--- config.mk ---
export PLATFORM = sky130hd
export DESIGN_NAME = ifetch
export DESIGN_NICKNAME = d
export VERILOG_FILES = /design/src/rtl/riscv_defs.sv /design/src/rtl/fetch_fifo.sv /design/src/rtl/ifetch.sv
export SDC_FILE = /design/constraint.sdc
export NUM_CORES = 1
export LEC_CHECK = 0
export CORE_MARGIN = 5
export CORE_UTILIZATION = 30
export DETAILED_ROUTE_END_ITERATION = 10
export PLACE_DENSITY = 0.59
export SLEW_MARGIN = 40
export SYNTH_ARGS = -nofsm -noshare
export SYNTH_HDL_FRONTEND = slang
export SYNTH_SLANG_ARGS = --single-unit
export TNS_END_PERCENT = 5
--- constraint.sdc ---
create_clock -name clk -period 4.5 [get_ports clk]
set_clock_uncertainty 0.2 [all_clocks]
set_input_delay 0.9 -clock clk [delete_from_list [all_inputs] [get_ports clk]]
set_output_delay 0.9 -clock clk [all_outputs]
set_load 0.05 [all_outputs]
--- src/rtl/riscv_defs.sv ---
// Shared definitions for the fetch slice: datapath widths, FSM encoding and
// the {pc, instr} record carried from fetch to decode.
package riscv_defs;

  localparam int                NB_ADDR      = 32;
  localparam int                NB_INSTR     = 32;
  localparam logic [NB_ADDR-1:0] RESET_PC_DEF = 32'h0000_0000;

  typedef enum logic [1:0] {
    FETCH_IDLE,
    FETCH_RUN,
    FETCH_TRAP
  } fetch_state_t;

  typedef struct packed {
    logic [NB_ADDR-1:0]  pc;
    logic [NB_INSTR-1:0] instr;
  } fetch_entry_t;

endpackage

--- src/rtl/fetch_fifo.sv ---
// Fetch buffer: synchronous FIFO of {pc, instr} entries with flush.
// The head output reads zero whenever the buffer is empty.
module fetch_fifo
  import riscv_defs::*;
#(
  parameter int DEPTH = 2
) (
  input  logic         clk,
  input  logic         rst,
  input  logic         flush_i,
  input  logic         push_i,
  input  logic         pop_i,
  input  fetch_entry_t entry_i,
  output logic         full_o,
  output logic         empty_o,
  output fetch_entry_t head_o
);

  localparam int PW = $clog2(DEPTH);

  logic [PW-1:0] wr_ptr_q, wr_ptr_d;
  logic [PW-1:0] rd_ptr_q, rd_ptr_d;
  logic [PW:0]   count_q, count_d;
  fetch_entry_t  mem_q [DEPTH];
  logic          do_push, do_pop;

  assign full_o  = (count_q == (PW+1)'(DEPTH));
  assign empty_o = (count_q == '0);
  assign do_pop  = pop_i && !empty_o;
  assign do_push = push_i && (!full_o || do_pop);

  always_comb begin
    // NOTE: every comb output gets a default first so no path can infer a latch.
    wr_ptr_d = wr_ptr_q;
    rd_ptr_d = rd_ptr_q;
    count_d  = count_q;
    if (flush_i) begin
      wr_ptr_d = '0;
      rd_ptr_d = '0;
      count_d  = '0;
    end else begin
      if (do_push) wr_ptr_d = wr_ptr_q + 1'b1;
      if (do_pop)  rd_ptr_d = rd_ptr_q + 1'b1;
      unique case ({do_push, do_pop})
        2'b10:   count_d = count_q + 1'b1;
        2'b01:   count_d = count_q - 1'b1;
        default: count_d = count_q;
      endcase
    end
  end

  always_ff @(posedge clk or posedge rst) begin
    // NOTE: registered state uses <= so all flops sample pre-edge values together.
    if (rst) begin
      wr_ptr_q <= '0;
      rd_ptr_q <= '0;
      count_q  <= '0;
    end else begin
      wr_ptr_q <= wr_ptr_d;
      rd_ptr_q <= rd_ptr_d;
      count_q  <= count_d;
    end
  end

  // NOTE: storage is not reset; the empty gate on head_o hides stale contents.
  always_ff @(posedge clk) begin
    if (do_push && !flush_i) mem_q[wr_ptr_q] <= entry_i;
  end

  assign head_o = empty_o ? '0 : mem_q[rd_ptr_q];

endmodule

--- src/rtl/ifetch.sv ---
// Instruction fetch unit: owns the PC, drives imem, buffers {pc, instr}
// for decode and takes redirects; a misaligned redirect target traps fetch.
module ifetch
  import riscv_defs::*;
#(
  parameter logic [NB_ADDR-1:0] RESET_PC   = RESET_PC_DEF,
  parameter int                 FIFO_DEPTH = 2
) (
  input  logic                clk,
  input  logic                rst,
  input  logic                fetch_en,
  output logic [NB_ADDR-1:0]  imem_pc,
  input  logic [NB_INSTR-1:0] imem_instruction,
  input  logic                redirect_valid,
  input  logic [NB_ADDR-1:0]  redirect_pc,
  output logic                dec_valid,
  input  logic                dec_ready,
  output logic [NB_ADDR-1:0]  dec_pc,
  output logic [NB_INSTR-1:0] dec_instr,
  output logic                fetch_misaligned,
  output logic [NB_ADDR-1:0]  misaligned_addr
);

  fetch_state_t       state_q, state_d;
  logic [NB_ADDR-1:0] pc_q, pc_d;
  logic [NB_ADDR-1:0] mis_addr_q, mis_addr_d;
  logic               redirect_ok, misalign;
  logic               flush, push, pop, full, empty;
  fetch_entry_t       head;

  // Redirects are ignored once trapped; only reset leaves TRAP.
  assign redirect_ok = redirect_valid && (state_q != FETCH_TRAP);
  assign misalign    = redirect_ok && (redirect_pc[1:0] != 2'b00);

  always_ff @(posedge clk or posedge rst) begin
    if (rst) begin
      state_q    <= FETCH_IDLE;
      pc_q       <= RESET_PC;
      mis_addr_q <= '0;
    end else begin
      state_q    <= state_d;
      pc_q       <= pc_d;
      mis_addr_q <= mis_addr_d;
    end
  end

  always_comb begin
    state_d = state_q;
    unique case (state_q)
      FETCH_IDLE: if (misalign) state_d = FETCH_TRAP;
                  else if (fetch_en) state_d = FETCH_RUN;
      FETCH_RUN:  if (misalign) state_d = FETCH_TRAP;
                  else if (!fetch_en) state_d = FETCH_IDLE;
      FETCH_TRAP: state_d = FETCH_TRAP;
      default:    state_d = FETCH_IDLE;
    endcase
  end

  always_comb begin
    flush      = redirect_ok;
    pop        = dec_valid && dec_ready && !redirect_ok;
    push       = (state_q == FETCH_RUN) && !redirect_ok && (!full || pop);
    pc_d       = pc_q;
    mis_addr_d = mis_addr_q;
    if (misalign)         mis_addr_d = redirect_pc;
    else if (redirect_ok) pc_d = redirect_pc;
    else if (push)        pc_d = pc_q + 32'd4;
  end

  fetch_fifo #(
    .DEPTH(FIFO_DEPTH)
  ) u_fifo (
    .clk     (clk),
    .rst     (rst),
    .flush_i (flush),
    .push_i  (push),
    .pop_i   (pop),
    .entry_i ('{pc: pc_q, instr: imem_instruction}),
    .full_o  (full),
    .empty_o (empty),
    .head_o  (head)
  );

  assign imem_pc          = pc_q;
  assign dec_valid        = !empty;
  assign dec_pc           = head.pc;
  assign dec_instr        = head.instr;
  assign fetch_misaligned = (state_q == FETCH_TRAP);
  assign misaligned_addr  = mis_addr_q;

endmodule
### Word level (Yosys, flattened, before mapping)

Memory sizes are Yosys's and may differ from the RTL's.
Index checks and enable logic that the tools add are counted.

* add/sub/neg operators: 5
* equal/unequal tests: 8
* mux-type cells: 16
* bitwise operators: 1
* reductions and logical operators: 23

Operators with widths (count)
* 32-bit 2-to-1 mux: 2
* 64-bit 2-to-1 mux: 1
* 32-bit by 3-bit adder with 32-bit output, second input constant: 1
* 2-bit 2-to-1 mux: 5
* 1-bit logical AND: 9
* 2-bit nonzero test: 4
* 2-bit == test, second input constant: 3
* 1-bit 2-to-1 mux: 6
* 3-bit != test, second input constant: 2
* 2-bit one-hot mux with 3 select lines: 1
* 2-bit by 1-bit == test with 1-bit output, second input constant: 2
* 2-bit zero test: 2
* 2-bit one-hot mux with 2 select lines: 1
* 2-bit AND reduction: 2
* 1-bit zero test: 3
* 3-bit nonzero test: 1
* 1-bit adder, second input constant: 2
* 2-bit by 1-bit adder with 2-bit output, second input constant: 1
* 1-bit logical OR: 2
* 2-bit != test, second input constant: 1
* 2-bit by 1-bit subtractor with 2-bit output, second input constant: 1
* 1-bit inverter: 1

* bits in registers: 70
* bits in writable memories: 128
* bits of input ports: 69
* output and inout port bits: 130
* logic and storage cells: 60
* memories kept: 1

Memories
* u_fifo.mem_q: depth 2, bits a word 64, rd ports 1, clocked after Yosys merged registers in 0, wr ports 1, RTL line fetch_fifo.sv:24 `fetch_entry_t mem_q [DEPTH];`

### Depth between registers and ports, before layout

Gate-level depths: netlist of run 1.

* word-level depth: 10
* mapped depth: 7
* depth with buffers taken out: 6

### By module

From an unflattened synthesis of run 1, not the netlist that was laid out.

* cells, all modules: 620
* area total of the unflattened synthesis: 8348.0 sq um

By module, submodules not included
* fetch_fifo: instances 1, cells each 300, area each 5049.8 sq um
* ifetch: instances 1, cells each 320, area each 3298.2 sq um

### Worst setup path before layout of run 1

Ideal clock, no wire load.

* path kind: input-to-reg
* start point: input port redirect_valid
* end point: memory u_fifo.mem_q[0][0] in the netlist's numbering (enable)
* setup time: 487 ps
* arrival time: 4245 ps
* data required time: 3813 ps
* setup slack: -431 ps
* stages: 4
* path through: clkbuf_1 -> nor3b_1 -> nand2_1 -> nor2_1

* longest elaborated chain between the ends: 9

Ends and longest elaborated chain
* from (decl): RTL line ifetch.sv:14 `input logic redirect_valid,`
* 1-bit logical AND (*): RTL line ifetch.sv:32 `assign redirect_ok = redirect_valid && (state_q != FETCH_TRAP);`
* 1-bit zero test (*): RTL line fetch_fifo.sv:67, ifetch.sv:61, ifetch.sv:62
* 1-bit logical AND: RTL line ifetch.sv:61 `pop = dec_valid && dec_ready && !redirect_ok;`
* 1-bit logical OR or 1-bit logical AND (tied branches): RTL line ifetch.sv:62, fetch_fifo.sv:29
* 1-bit logical AND or 1-bit logical OR (tied branches): RTL line ifetch.sv:62, fetch_fifo.sv:30
* 1-bit logical AND: RTL line fetch_fifo.sv:30 `assign do_push = push_i && (!full_o || do_pop);`
* 1-bit logical AND (*): RTL line fetch_fifo.sv:67 `if (do_push && !flush_i) mem_q[wr_ptr_q] <= entry_i;`
* 1-bit 2-to-1 mux (*): RTL line fetch_fifo.sv:67
* 1-bit 2-to-1 mux (implied by the code) (*): RTL line fetch_fifo.sv:67
* to (decl): RTL line fetch_fifo.sv:24

Mark *: on every way between the ends. The rest lies on a longest branch, timed or not.

### Final worst setup path of run 1

* start point: register u_fifo.rd_ptr_q
* end point: output port dec_pc[31]

* longest elaborated chain between the ends: 2

Ends and longest elaborated chain
* from (decl): RTL line fetch_fifo.sv:22 `logic [PW-1:0] rd_ptr_q, rd_ptr_d;`
* from (signal assigned): RTL line fetch_fifo.sv:60 `rd_ptr_q <= rd_ptr_d;`
* memory 2 x 64 bit
* 64-bit 2-to-1 mux: RTL line fetch_fifo.sv:70 `assign head_o = empty_o ? '0 : mem_q[rd_ptr_q];`
* to (decl): RTL line ifetch.sv:18 `output logic [NB_ADDR-1:0] dec_pc,`

Every way passes these cells.

==> impl_metrics.json, run 1 <==
{
  "antenna_found_initial": 0,
  "hold_viol": 0,
  "cts.repair.resized": 0,
  "postRouteAntennaNets": 0,
  "core_area_um2": 27000,
  "fin_ws_ns": 0.951,
  "worstSetupEndpoint": "dec_pc[31]",
  "yosys_most_used_dff": "edfxtp_1",
  "yosysSeqAreaShare": 0.678,
  "synth_area_um2": 8250,
  "cts_made_buffers": 17,
  "setup_viol_count_final": 0,
  "dr.first_iter.drc_count": 392,
  "path_class": "reg2out",
  "period_minus_slack_ns": 3.55,
  "arrival_ns": 2.45,
  "worst-r2r-cell-count": 6,
  "root_buffer": "clkbuf_16",
  "routedWlPerCell_um": 18.6,
  "grt_setup_unrepaired": "false",
  "start_util": 0.305,
  "cts_tree": "built",
  "total_power_mw": 7.82,
  "port_buffers": 198,
  "worstSkewPairLatency_ns": 0.43,
  "synth.most_common_cell": "edfxtp_1",
  "startpoint": "u_fifo.rd_ptr_q",
  "seqCellArea_um2": 5600,
  "status": "finished clean",
  "drc": 0,
  "place.gp.congestion": 0.825,
  "synth_top_area_cell": "edfxtp_1",
  "final.setup.tns_ns": 0,
  "synth_edf_count": 128,
  "clockBufferDepth": 2,
  "fp.dieW_um": 176,
  "diodes": 0,
  "die_h_um": 176,
  "ys_async_sr_fraction": 0.354,
  "powerDensity_nw_per_um2": 692,
  "slew_headroom": 0.428,
  "startpoint_type": "flip-flop",
  "max_slew.worst_pin.slew_ns": 0.852,
  "max_clock_freq_mhz": 282,
  "syn_nets": 691,
  "htreeDepth": 4,
  "pin_count": 199,
  "syn_to_final_growth_pct": 37.0,
  "multi_input_area_um2": 2530,
  "cts_sinks": 198,
  "cts.hold.buffers_added": 0,
  "n_fill_cell": 2553,
  "r2r_end": "imem_pc[18]",
  "ys_types": 52,
  "synth_commonest_cells": "edfxtp_1 (128), nor2_1 (88), dfrtp_1 (70), mux2i_1 (64)",
  "ys_ff_latch": 198,
  "synth.area.top_cells": "edfxtp_1 (47%), dfrtp_1 (21%), mux2i_1 (7.8%)",
  "maxSlewViolCount": 0,
  "nets": 885,
  "dp_slack_ns": 0.914,
  "drtPass1Iterations": 5,
  "yosys_warnings": 0,
  "hp-class": "reg2reg",
  "hpwl_um": 14700,
  "vias": 5712,
  "clkTransAtPathRegs_ns": 0.08,
  "post_cts_buffers": 0,
  "worstHoldStart": "misaligned_addr[1]",
  "cp_max_fo": 64,
  "synth_top_area_share": 0.466,
  "syn_inst": 621,
  "grt_first_pass_wirelength_um": 33600,
  "p_leak_nw": 3.93,
  "r2r_setup_slack_ns": 1.79,
  "routed_via_density": 4.89,
  "grt.overflow.total": 0,
  "drt_wl_total_um": 21700,
  "required_ns": 3.40,
  "grt_max_degree": 71,
  "ir_worst_vdd_mv": 0.407,
  "drv_cap": 0,
  "layout-drive-gt1-share": 0.107,
  "critPathCaptureType": "primary output",
  "fin_crit_sh": 0.789,
  "syn_area_per_cell_um2": 13.3,
  "grt_pass1_vias": 5696,
  "globalRouteTotalUtil": 0.139,
  "worstReg2RegStart": "u_fifo.count_q[1]",
  "design.die.area_um2": 30900,
  "rows": 60
}
flip-flops by register name (all words and copies together) (netlist names):
register / flops
imem_pc: 32
misaligned_addr: 32
state_q: 2
u_fifo.count_q: 2
u_fifo.mem_q: 128
u_fifo.rd_ptr_q: 1
u_fifo.wr_ptr_q: 1
cells in the final DEF (no fill, tap or decap), types with 4 or more instances in the layout:
cell type,n
mux2_2,30
inv_1,6
nand3_1,15
a311oi_1,4
a31oi_1,6
clkbuf_16,17
nand4_1,10
edfxtp_1,128
mux2i_1,64
dfrtp_1,69
o22ai_1,7
nor2_1,86
clkdlybuf4s50_1,198
buf_12,4
a21oi_1,33
inv_8,5
and3_1,4
buf_4,7
nand2_1,32
o21ai_0,22
and2_1,6
o22a_1,5
a2bb2oi_1,6
nor3_1,6
layer usage:
layer | share of wire | GRT usage | up-vias
li1 | - | - | 2702
met1 | 0.47 | 0.195 | 2807
met2 | 0.46 | 0.214 | 188
met3 | 0.063 | 0.0415 | 15
met4 | 0.011 | 0.0318 | 0
met5 | 0 | 0 | -
cells by family after synthesis:
family | share of synthesized area
AND/OR/NAND/NOR | 0.106
multiplexers | 0.119
XOR/XNOR | 0.00106
AO/OA/AOI/OAI | 0.0759
adder cells (fa/ha/maj) | 0.00152
flip-flops | 0.678
buffers and inverters | 0.0196
area by class of cell:
| cell class | instances | share of cell area |
|---|---|---|
| clock inverter | 15 | 0.0164 |
| clock buffer | 17 | 0.0376 |
| timing repair buffer | 209 | 0.187 |
| tap | 341 | 0.0377 |
| sequential | 198 | 0.495 |
| multi-input combinational | 382 | 0.224 |
| inverter | 7 | 0.00232 |
worst min path at each step:
stage,end,slack [ns],cells past startpoint
final,misaligned_addr[1],0.30,2
after floorplan,u_fifo.wr_ptr_q,0.29,1
after CTS,misaligned_addr[1],0.31,2
after global placement,misaligned_addr[0],0.28,2
after detailed placement,misaligned_addr[1],0.28,2
after global routing,misaligned_addr[12],0.32,1
power by group:
group          total [mW]  leakage, nW  switching, mW  internal [mW]
clock network        1.57        0.292          0.767          0.803
logic                3.44         1.65           2.25           1.19
registers            2.82         1.98          0.422           2.39
total                7.82         3.93           3.44           4.38
per-stage QoR:
step | cell area (um2) | hold WS (ns) | cells | utilization
2_1_floorplan | 8260 | 0.294 | 621 | -
3_3_place_gp | 10700 | 0.280 | 1137 | 0.396
3_5_place_dp | 10700 | 0.284 | 1137 | 0.396
4_1_cts | 11300 | 0.310 | 1169 | 0.418
5_1_grt | 11300 | 0.325 | 1169 | 0.418
6_report | 11300 | 0.300 | 1169 | 0.418
worst max-delay path, stage by stage, from the launching register on:
cell and delay, ns:
dfrtp_4 0.43, buf_12 0.38, mux2i_1 0.14, nor2_1 0.18
clkdlybuf4s50_1 0.84
Note: power is estimated with default switching activity, not from simulation.
==> inputs of run 2 (changes only) <==
==> constraint.sdc (replaced) <==
create_clock -name clk -period 3.1 [get_ports clk]
set_clock_uncertainty 0.2 [all_clocks]
set_input_delay 0.62 -clock clk [delete_from_list [all_inputs] [get_ports clk]]
set_output_delay 0.62 -clock clk [all_outputs]
set_load 0.05 [all_outputs]
==> run 2 against run 1 <==
Compared with the run above: combinational power is 48% higher; critical path depth is 1 lower; non-clock buffer count is 11 higher; first-iteration DRC count is 5.9% lower; clock power is 45% higher; die area stayed put; sequential power is 44% higher; register-to-register slack worse by 1.3 ns; flip-flop and latch count stayed put; sequential share of layout area is 0.061 points higher; total power is 46% higher; clock-buffer cell count stayed put.
==> impl_metrics.json, run 2 (same netlist as run 1, synthesis figures left out) <==
{
  "layout.cells.non_filler": 1180,
  "fp.dieW_um": 176,
  "critPathCaptureType": "primary output",
  "post_cts_buffers": 0,
  "hp-class": "in2async",
  "largest_reg_flops": 128,
  "drv_cap": 0,
  "place_inst": 1148,
  "final.setup.tns_ns": 0,
  "port_buffers": 198,
  "routedWlPerCell_um": 19.0,
  "grt_setup_unrepaired": "false",
  "grt.overflow.total": 0,
  "worstReg2RegStart": "imem_pc[3]",
  "n_fill_cell": 2552,
  "powerDensity_nw_per_um2": 1010,
  "start_util": 0.305,
  "hpwl_um": 15700,
  "core_area_um2": 27000,
  "ir_worst_vdd_mv": 0.505,
  "die_h_um": 176,
  "required_ns": 2.28,
  "crit_chain": "mux2i_1, nor2_1, clkdlybuf4s50_1",
  "dp_slack_ns": 0.302,
  "clockBufferDepth": 2,
  "drtPass1Iterations": 5,
  "r2r_setup_slack_ns": 0.51,
  "crit_slowest_cell": "clkdlybuf4s50_1",
  "path_class": "reg2out",
  "p_leak_nw": 4.13,
  "cts_made_buffers": 17,
  "max_clock_freq_mhz": 345,
  "cts.hold.buffers_added": 0,
  "pin_count": 199,
  "layout-drive-gt1-share": 0.190,
  "drc": 0,
  "syn_to_final_growth_pct": 36.8,
  "max_stage_delay_ns": 0.82,
  "period_minus_slack_ns": 2.90,
  "globalRouteTotalUtil": 0.141,
  "vias": 5750,
  "design.die.area_um2": 30900,
  "maxSlewViolCount": 0,
  "root_buffer": "clkbuf_16",
  "routed_via_density": 4.87,
  "antenna_found_initial": 0,
  "cp_max_fo": 6,
  "grt_max_degree": 65,
  "grt_first_pass_wirelength_um": 33900,
  "slew_headroom": 0.516,
  "hold_viol": 0,
  "nets": 896,
  "dr.first_iter.drc_count": 369,
  "clkTransAtPathRegs_ns": 0.08,
  "r2r_end": "imem_pc[26]",
  "worst-r2r-cell-count": 6,
  "setup_viol_count_final": 0,
  "startpoint_type": "flip-flop",
  "rows": 60,
  "place.gp.congestion": 0.810,
  "cts.repair.resized": 0,
  "diodes": 0,
  "arrival_ns": 2.08,
  "grt_pass1_vias": 5620,
  "cts_sinks": 198,
  "cts_tree": "built",
  "drt_wl_total_um": 22400,
  "htreeDepth": 4,
  "postRouteAntennaNets": 0,
  "worstSkewPairLatency_ns": 0.44,
  "max_slew.worst_pin.slew_ns": 0.722,
  "layout_commonest_cell": "clkdlybuf4s50_1",
  "status": "finished clean",
  "fin_ws_ns": 0.198,
  "top_register": "u_fifo.mem_q",
  "fin_crit_sh": 0.936,
  "layout_common_cells": "clkdlybuf4s50_1 (138), edfxtp_1 (128), nor2_1 (86), buf_4 (73), dfrtp_1 (69)"
}
## run 2: critical path, delay by kind of cell (launching register included)
kind	cells	cell delay, ns
buf+inv	1	0.82
simple gates	1	0.12
mux	1	0.14
flops	1	0.56
## run 2: metal layers
| layer | global-route usage | vias up | wire [um] |
|---|---|---|---|
| met4 | 0.0393 | 0 | 383 |
| li1 | - | 2723 | - |
| met5 | 0 | - | 0 |
| met1 | 0.194 | 2797 | 10200 |
| met2 | 0.219 | 203 | 10300 |
| met3 | 0.0413 | 27 | 1470 |
## run 2: through the flow
step	utilization	hold WS, ns	instance area [um2]	total power, mW
finish	0.418	0.252	11300	11.4
CTS	0.418	0.265	11300	11.6
global placement	0.395	0.259	10700	9.21
detailed placement	0.395	0.283	10700	9.26
global route	0.418	0.277	11300	12.0
floorplan	-	0.311	8260	7.34
## run 2: how the worst max path moves through the flow
stage                     slack (ns)                  to  cells past startpoint            start
after floorplan                -0.19  u_fifo.mem_q[1][0]                      3   redirect_valid
after global routing            0.15       dec_instr[21]                      3  u_fifo.rd_ptr_q
after CTS                       0.17       dec_instr[21]                      3  u_fifo.rd_ptr_q
after detailed placement        0.30         imem_pc[26]                      6        dec_ready
after global placement          0.29         imem_pc[19]                      7        dec_ready
final                           0.20       dec_instr[21]                      3  u_fifo.rd_ptr_q
## run 2: cell type report
class / instances / area, um2 / area share
clock inverters: 15 / 183 / 0.0162
clock buffers: 17 / 425 / 0.0377
flip-flops and latches: 198 / 5600 / 0.496
well taps: 341 / 427 / 0.0378
multi-input cells: 382 / 2520 / 0.223
inverters: 7 / 26.3 / 0.00233
repair buffers: 220 / 2110 / 0.187
## run 2: report_power, final
group          total, mW  internal (mW)  switching, mW
Clock               2.28           1.17           1.11
Sequential          4.05           3.48          0.577
Combinational       5.09           1.75           3.34
Total               11.4           6.40           5.02
==> inputs of run 3 (changes only) <==
--- a/config.mk
+++ b/config.mk
@@ -5,11 +5,10 @@
 export SDC_FILE = /design/constraint.sdc
 export NUM_CORES = 1
 export LEC_CHECK = 0
-export CORE_MARGIN = 5
+export CORE_MARGIN = 4
 export CORE_UTILIZATION = 30
 export DETAILED_ROUTE_END_ITERATION = 10
 export PLACE_DENSITY = 0.59
-export SLEW_MARGIN = 40
 export SYNTH_ARGS = -nofsm -noshare
 export SYNTH_HDL_FRONTEND = slang
 export SYNTH_SLANG_ARGS = --single-unit
==> run 3 against run 2 <==
Compared with the run above: register-to-register slack better by 0.07 ns; maximum frequency is 1.3% higher; clock power is 2% lower; via count is 0.16% higher; largest cell class unchanged; global-route usage hardly changed.
==> impl_metrics.json, run 3 (same netlist as run 1, synthesis figures left out) <==
{
  "r2r_end": "imem_pc[24]",
  "total_power_mw": 11.4,
  "hold_viol": 0,
  "hp-class": "in2async",
  "grt_setup_unrepaired": "false",
  "hpwl_um": 15200,
  "worstReg2RegStart": "imem_pc[3]",
  "arrival_ns": 2.05,
  "core_area_um2": 27000,
  "cp_num_buf_inv": 2,
  "antenna_found_initial": 0,
  "place_inst": 1149,
  "layout_commonest_cell": "clkdlybuf4s50_1",
  "seqCellArea_um2": 5600,
  "multi_input_area_um2": 2520,
  "final.setup.tns_ns": 0,
  "path_class": "reg2out",
  "rows": 60,
  "postRouteAntennaNets": 0,
  "layout_common_cells": "clkdlybuf4s50_1 (133), edfxtp_1 (128), nor2_1 (86), buf_4 (79), dfrtp_1 (69)",
  "max_stage_delay_ns": 0.80,
  "design.die.area_um2": 30200,
  "clkTransAtPathRegs_ns": 0.08,
  "routedWlPerCell_um": 18.4,
  "setup_viol_count_final": 0,
  "critPathCaptureType": "primary output",
  "drv_cap": 0,
  "start_util": 0.305,
  "p_leak_nw": 4.15,
  "fin_crit_sh": 0.924,
  "pin_count": 199,
  "worstSkewPairLatency_ns": 0.43,
  "fp.dieW_um": 174,
  "ir_worst_vdd_mv": 0.517,
  "cts.hold.buffers_added": 0,
  "grt_pass1_vias": 5713,
  "worst-r2r-cell-count": 6,
  "cts_tree": "built",
  "clockBufferDepth": 2,
  "crit_slowest_cell": "clkdlybuf4s50_1",
  "htreeDepth": 4,
  "port_buffers": 198,
  "status": "finished clean",
  "grt_max_degree": 55,
  "max_slew.worst_pin.slew_ns": 0.655,
  "slew_headroom": 0.561,
  "powerDensity_nw_per_um2": 1010,
  "grt_first_pass_wirelength_um": 33500,
  "vias": 5759,
  "crit_chain": "nand2b_1, inv_1, clkdlybuf4s50_1",
  "r2r_setup_slack_ns": 0.58,
  "routed_via_density": 4.88,
  "post_cts_buffers": 0,
  "required_ns": 2.28,
  "top_register": "u_fifo.mem_q",
  "place.gp.congestion": 0.798,
  "layout.cells.non_filler": 1181,
  "diodes": 0,
  "period_minus_slack_ns": 2.87,
  "fin_ws_ns": 0.234,
  "nets": 897,
  "maxSlewViolCount": 0,
  "cts_made_buffers": 17,
  "layout-drive-gt1-share": 0.196,
  "globalRouteTotalUtil": 0.141,
  "cp_max_fo": 8,
  "syn_to_final_growth_pct": 36.8,
  "drt_wl_total_um": 21800,
  "die_h_um": 174,
  "root_buffer": "clkbuf_16",
  "crit_family": "buffers and inverters",
  "cts.repair.resized": 0,
  "dr.first_iter.drc_count": 355,
  "n_fill_cell": 2590,
  "dp_slack_ns": 0.289,
  "post-route-util": 0.418,
  "grt.overflow.total": 0,
  "cts_sinks": 198,
  "largest_reg_flops": 128,
  "startpoint_type": "flip-flop",
  "drtPass1Iterations": 5,
  "drc": 0,
  "max_clock_freq_mhz": 349
}
[run 3: cell count changes in the layout (fill, tap and decap cells not counted)]
cell             previous run  this run
clkinv_8                    2         3
buf_4                      73        79
inv_8                       7         3
clkinv_4                    2         4
clkinvlp_4                  2         0
inv_6                       1         4
clkdlybuf4s50_1           138       133
[run 3: worst max-delay path by stage]
stage	from	end	slack, ns	depth (start not counted)
finish	state_q[0]	fetch_misaligned	0.23	3
global route	state_q[0]	fetch_misaligned	0.13	3
CTS	state_q[0]	fetch_misaligned	0.19	3
detailed placement	dec_ready	imem_pc[19]	0.29	7
global placement	dec_ready	imem_pc[19]	0.29	7
floorplan	redirect_valid	u_fifo.mem_q[1][0]	-0.19	3
[run 3: layout make-up]
class                           count  area share
Inverter                            7     0.00233
Multi-Input combinational cell    382       0.224
Clock buffer                       17      0.0377
Timing Repair Buffer              221       0.186
Tap cell                          341      0.0378
Clock inverter                     15      0.0162
Sequential cell                   198       0.496
[run 3: report_power, final]
group          internal (mW)  switching (mW)
combinational           1.75            3.34
clock                   1.16            1.08
sequential              3.48           0.566
[run 3: stage by stage]
stage,instance area (um2),hold WS [ns]
floorplan,8260,0.311
global placement,10700,0.259
detailed placement,10700,0.274
CTS,11300,0.250
global route,11300,0.270
finish,11300,0.264
[run 3: layer usage]
| metal | vias to the layer above | GRT usage | part of all wire |
|---|---|---|---|
| li1 | 2728 | - | - |
| met4 | 0 | 0.0412 | 0.015 |
| met2 | 186 | 0.217 | 0.46 |
| met3 | 17 | 0.0401 | 0.053 |
| met5 | - | 0 | 0 |
| met1 | 2828 | 0.195 | 0.48 |
